$ cat config.mk
export PLATFORM = sky130hd
export DESIGN_NAME = ins_cache_ml
export DESIGN_NICKNAME = d
export VERILOG_FILES = /design/src/rtl/ins_cache_ml.sv
export SDC_FILE = /design/constraint.sdc
export NUM_CORES = 2
export LEC_CHECK = 0
export ABC_AREA = 0
export CORE_UTILIZATION = 42
export DETAILED_ROUTE_END_ITERATION = 12
export PLACE_DENSITY = 0.53
export RECOVER_POWER = 25
export SYNTH_ARGS = -nofsm -noshare
export SYNTH_HDL_FRONTEND = slang
export SYNTH_SLANG_ARGS = --single-unit
$ cat constraint.sdc
create_clock -name clk -period 9.5 [get_ports clk]
set_input_delay 1.425 -clock clk [delete_from_list [all_inputs] [get_ports clk]]
set_output_delay 1.425 -clock clk [all_outputs]
set_load 0.02 [all_outputs]
$ cat src/rtl/ins_cache_ml.sv
// Direct-mapped instruction cache with a single outstanding DDR line fill.
// A miss requests one burst that covers the line, truncated at the end of the
// program. The burst is written in through a FIFO and the requested word is
// then returned from the line storage.
module ins_cache_ml #(
  parameter int ISA_WIDTH       = 30,
  parameter int OPCODE_WIDTH    = 4,
  parameter int ADDR_WIDTH_MEM  = 16,
  parameter int DDR_ADDR_WIDTH  = 28,
  parameter int NUM_LINES       = 4,
  parameter int LINE_DEPTH      = 32,
  parameter int TOTAL_ISA_DEPTH = 100,
  parameter int ISA_BASE_ADDR   = 0,
  parameter int ADDR_SHIFT      = 3
) (
  input  logic                      clk,
  input  logic                      rst,
  input  logic                      ins_req,
  input  logic [ADDR_WIDTH_MEM-1:0] addr_ins,
  input  logic                      flush,
  output logic                      ins_cache_rdy,
  output logic [ISA_WIDTH-1:0]      ins_to_apctrl,
  output logic [OPCODE_WIDTH-1:0]   ins_valid,
  output logic                      ins_end,
  output logic                      ins_read_req,
  input  logic                      ins_reading,
  output logic [DDR_ADDR_WIDTH-1:0] ins_read_addr,
  output logic [7:0]                ins_read_len,
  output logic                      rd_en_ddr_to_ic_fifo,
  input  logic [ISA_WIDTH+8:0]      ins_fifo_to_ic,
  input  logic                      ddr_to_ic_fifo_empty,
  output logic [15:0]               miss_cnt
);
  localparam int OFF_W = $clog2(LINE_DEPTH);
  localparam int IDX_W = $clog2(NUM_LINES);
  localparam int TAG_W = ADDR_WIDTH_MEM - OFF_W - IDX_W;

  typedef enum logic [2:0] {IDLE, LOOKUP, REQ, FILL, RESP} state_t;

  state_t                    state, state_nxt;
  logic [ADDR_WIDTH_MEM-1:0] addr_q;
  logic [NUM_LINES-1:0]      valid;
  logic [TAG_W-1:0]          tags [NUM_LINES];
  logic [ISA_WIDTH-1:0]      mem  [NUM_LINES*LINE_DEPTH];
  logic [7:0]                fill_cnt;
  logic                      pop_d;       // a FIFO word was popped last cycle
  logic                      flush_pend;  // flush seen while the current fill was in flight

  // Address fields of the latched fetch
  logic [OFF_W-1:0]          off;
  logic [IDX_W-1:0]          idx;
  logic [TAG_W-1:0]          tag;
  logic [ADDR_WIDTH_MEM-1:0] line_base;
  logic [31:0]               base_w;
  logic                      in_range, hit;

  assign off       = addr_q[OFF_W-1:0];
  assign idx       = addr_q[OFF_W +: IDX_W];
  assign tag       = addr_q[ADDR_WIDTH_MEM-1 -: TAG_W];
  assign line_base = {addr_q[ADDR_WIDTH_MEM-1:OFF_W], {OFF_W{1'b0}}};
  assign base_w    = 32'(line_base);
  assign in_range  = 32'(addr_q) < TOTAL_ISA_DEPTH;
  // A flush in the lookup cycle forces a miss
  assign hit       = !flush && valid[idx] && (tags[idx] == tag);

  // FIFO word layout: {word, cnt, burst_valid}
  logic [ISA_WIDTH-1:0] f_word;
  logic [7:0]           f_cnt;
  logic                 f_bv;
  logic                 wr_fill, fill_last;

  assign f_word    = ins_fifo_to_ic[ISA_WIDTH+8:9];
  assign f_cnt     = ins_fifo_to_ic[8:1];
  assign f_bv      = ins_fifo_to_ic[0];
  assign wr_fill   = (state == FILL) && pop_d && f_bv && (f_cnt < ins_read_len);
  assign fill_last = wr_fill && ((fill_cnt + 8'd1) == ins_read_len);

  assign ins_cache_rdy = (state == IDLE);
  assign ins_read_addr = DDR_ADDR_WIDTH'(ISA_BASE_ADDR) +
                         (DDR_ADDR_WIDTH'(line_base) << ADDR_SHIFT);

  // Burst length: whole line, clipped at the end of the program
  always_comb begin
    ins_read_len = 8'd0;
    if (base_w >= TOTAL_ISA_DEPTH)
      ins_read_len = 8'd0;
    else if ((TOTAL_ISA_DEPTH - base_w) >= LINE_DEPTH)
      ins_read_len = 8'(LINE_DEPTH);
    else
      ins_read_len = 8'(TOTAL_ISA_DEPTH - base_w);
  end

  // Next-state and Moore/combinational outputs
  always_comb begin
    state_nxt            = state;
    ins_read_req         = 1'b0;
    rd_en_ddr_to_ic_fifo = 1'b0;
    ins_end              = 1'b0;
    ins_valid            = '0;
    ins_to_apctrl        = '0;
    case (state)
      IDLE:   if (ins_req) state_nxt = LOOKUP;
      LOOKUP: begin
        if (!in_range) begin
          ins_end   = 1'b1;
          state_nxt = IDLE;
        end else if (hit) begin
          state_nxt = RESP;
        end else begin
          state_nxt = REQ;
        end
      end
      REQ: begin
        ins_read_req = 1'b1;
        if (ins_reading) state_nxt = FILL;
      end
      FILL: begin
        rd_en_ddr_to_ic_fifo = !ddr_to_ic_fifo_empty && (fill_cnt != ins_read_len);
        if (fill_last) state_nxt = RESP;
      end
      RESP: begin
        ins_valid     = {OPCODE_WIDTH{1'b1}};
        ins_to_apctrl = mem[{idx, off}];
        state_nxt     = IDLE;
      end
      default: state_nxt = IDLE;
    endcase
  end

  // State, line bookkeeping and miss counter
  always_ff @(posedge clk) begin
    if (rst) begin
      state      <= IDLE;
      addr_q     <= '0;
      valid      <= '0;
      miss_cnt   <= '0;
      fill_cnt   <= '0;
      pop_d      <= 1'b0;
      flush_pend <= 1'b0;
      for (int i = 0; i < NUM_LINES; i++) tags[i] <= '0;
    end else begin
      state <= state_nxt;
      pop_d <= rd_en_ddr_to_ic_fifo;
      if (state == IDLE && ins_req) addr_q <= addr_ins;
      if (state == LOOKUP && state_nxt == REQ) begin
        if (miss_cnt != 16'hFFFF) miss_cnt <= miss_cnt + 16'd1;
        valid[idx] <= 1'b0;
        fill_cnt   <= '0;
        flush_pend <= 1'b0;
      end
      if ((state == REQ || state == FILL) && flush) flush_pend <= 1'b1;
      if (wr_fill) fill_cnt <= fill_cnt + 8'd1;
      if (fill_last) begin
        tags[idx]  <= tag;
        valid[idx] <= !(flush_pend || flush);
      end
      if (flush) valid <= '0;
    end
  end

  // Line storage is not reset; valid bits gate its use
  always_ff @(posedge clk) begin
    if (wr_fill) mem[{idx, f_cnt[OFF_W-1:0]}] <= f_word;
  end
endmodule

==> impl_metrics.yaml <==
synthesis:
  synth-edff-count: 3876
  synth_cell_types: 59
  yosysWarnings: 0
  ys_ff_latch: 3932
  synthTopCellsByArea: "edfxtp_1 77%, mux4_2 18%, dfxtp_1 0.74%"
  syn_avg_cell_area_um2: 23.5
  synth_top_area_cell: "edfxtp_1"
  synth-main-ff-cell: "edfxtp_1"
  async_flop_share: 0
  synth_most_common_cell: "edfxtp_1"
  yosysTopAreaCellShare: 0.770
  synth_commonest_cells: "3876 x edfxtp_1, 1208 x mux4_2, 240 x clkbuf_1"
  seq_area_frac_synth: 0.778
  synthCells: 6429
  netlist_area_um2: 151000
route:
  ant_nets: 0
  drtIter0Drc: 8883
  vias_per_cell: 5.94
  drc: 0
  vias: 71374
  drt-pass1-iter-count: 5
  wl_per_cell_um: 35.8
  drt-total-wl_um: 430000
floorplanning:
  dieWidth_um: 602
  dieArea_um2: 362000
  ios: 151
  coreArea_um2: 357000
  die-height_um: 602
  initial_utilization: 0.423
  num_rows: 219
cells_and_area:
  finalNetCount: 6926
  syn2layout_area_growth_pct: 14.3
  drive_gt1_frac: 0.300
  post-route-util: 0.484
  stdcell_count: 12007
clock_tree:
  cts_tree: "built"
  cts.hold.buffers_added: 0
  path_clk_slew_ns: 0.06
  cts_max_path_buffers: 4
  cts.repair.resized: 0
  cts_made_buffers: 412
  cts_htree_levels: 5
  cts_sinks: 3932
  root_buffer: "clkbuf_16"
  clk_latency_ns: 0.98
  postCtsSetupBuffers: 0
setup_path:
  cp_slowest_cell: "o21ai_0"
  cp-end-kind: "output pin"
  crit_path_frequent_cell: "buf_4"
  crit_chain: "nor3b_1 -> nor2b_1 -> buf_4 -> nand2_1 -> buf_4 -> o21ai_0 -> or4_1 -> clkdlybuf4s50_1"
  cp_top_family: "simple AND/OR/NAND/NOR gates"
  max_stage_delay_ns: 1.10
  worstPathRequired_ns: 8.08
  path_max_fanout: 9
  arrival_ns: 5.98
  path_class: "reg2out"
  start_kind: "flip-flop"
  path_buf_inv: 3
power:
  power_switching_share: 0.215
  p_leak_nw: 51.7
  p_clk_frac: 0.425
  power.internal_mw: 28.7
  p_comb_frac: 0.052
  p_per_area_nw_per_um2: 212
  switching_power_mw: 7.88
  peakVddDrop_mv: 0.162
  power_frac_seq: 0.523
sta:
  post-route-min-period_ns: 7.40
  clock_skew_ns: 0.0418
  post-route-period-util: 0.779
  clock.fmax_ghz: 0.135
  hold_viol: 0
  relSlewSlack: -2.04
  rsz0062_at_grt: "no"
  slew_viol_final: 2869
  worst_slew_pin_slew_ns: 4.55
  finalSetupViolCount: 0
  setup-tns-final_ns: 0
placement:
  place_congestion: 0.799
  dp_cells: 11193
  portBuffers: 127
  hpwl_um: 228000
job:
  max_cap_violations: 46
global_routing:
  top_usage_layer: "met2"
  met2_usage: 0.391
  grt_overflow_total: 0
  globalRouteMet1Util: 0.332
  grt_max_degree: 114
  grt_use_met3: 0.0326
  grt_usage: 0.238
  grt_pass1_vias: 73320
  antenna_found_initial: 54
  grt_pass1_wl_um: 597000
status:
  status: "finished, violations left"
  violations: "max-capacitance violations, max-slew violations"
min_path:
  hold_class: "reg2reg"
==> routing by layer <==
metal / part of all wire / vias to the layer above
met3: 0.066 / 543
met2: 0.49 / 2589
met5: 0.000098 / -
li1: - / 28359
met1: 0.41 / 39877
met4: 0.031 / 6
==> tightest hold or removal path, stage by stage, from the launching register on <==
cell and delay (ns):
dfxtp_1 0.30, nand2_1 0.05, a21oi_1 0.07
==> kinds of logic after synthesis <==
| family | after synthesis | synth area share |
|---|---|---|
| XOR/XNOR | 13 | 0.000754 |
| other | 2 | 0.0000497 |
| multiplexers | 1221 | 0.181 |
| AO/OA/AOI/OAI | 212 | 0.00837 |
| AND/OR/NAND/NOR | 494 | 0.0164 |
| adder cells (fa/ha/maj) | 8 | 0.000663 |
| flip-flops | 3932 | 0.778 |
| buffers and inverters | 547 | 0.0148 |
==> power by group through the flow <==
stage / Clock, mW / Combinational (mW) / Sequential [mW]
after floorplan: 0 / 1.15 / 19.4
after global placement: 0 / 1.91 / 19.5
after detailed placement: 0 / 1.93 / 19.5
after CTS: 15.8 / 1.94 / 19.1
after global routing: 16.4 / 2.01 / 19.1
final: 15.5 / 1.89 / 19.1
==> registers in the layout (all words and copies together), names as in the netlist, named ones only <==
name and cells:
addr_q 16, valid 4, flush_pend 1, mem 3840, fill_cnt 8, tags 36
miss_cnt 16, state 3, pop_d 1
==> per-stage QoR <==
step	area, um^2	hold slack, ns	total power, mW	worst slack (ns)
2_1_floorplan	151000	0.436	20.6	4.48
3_3_place_gp	160000	0.460	21.4	3.05
3_5_place_dp	160000	0.452	21.4	3.04
4_1_cts	173000	0.458	36.8	1.98
5_1_grt	173000	0.486	37.6	1.95
6_report	173000	0.464	36.6	2.10
==> placed cells by master (no fill, tap or decap), types with 68 or more instances in the layout <==
cell type / count
edfxtp_1: 3876
mux4_2: 1208
clkbuf_16: 414
buf_4: 207
inv_1: 157
clkbuf_1: 136
nor2_4: 129
nand3_1: 104
clkinv_1: 101
clkdlybuf4s50_1: 95
o21ai_0: 85
clkinv_2: 73
nand2_1: 69
diode_2: 68
==> layout make-up <==
cell class                 count  area (um^2)
clock inverter               239         2070
inverter                     157          589
timing repair buffer         381         3330
sequential                  3932       118000
tap                         4751         5940
antenna                       68          170
clock buffer                 506        10700
fill                       28743       184000
multi-input combinational   1973        32400
==> path summary, 6_finish.rpt <==
kind | startpoint | to | slack, ns | cells after the start
max | state[2] | ins_to_apctrl[26] | 2.10 | 8
min | addr_q[0] | flip-flop | 0.46 | 2
max reg2reg | addr_q[8] | mem[114][19] | 3.94 | 13
min reg2reg | addr_q[0] | flip-flop | 0.46 | 2
Power figures use the tool's default switching activity.
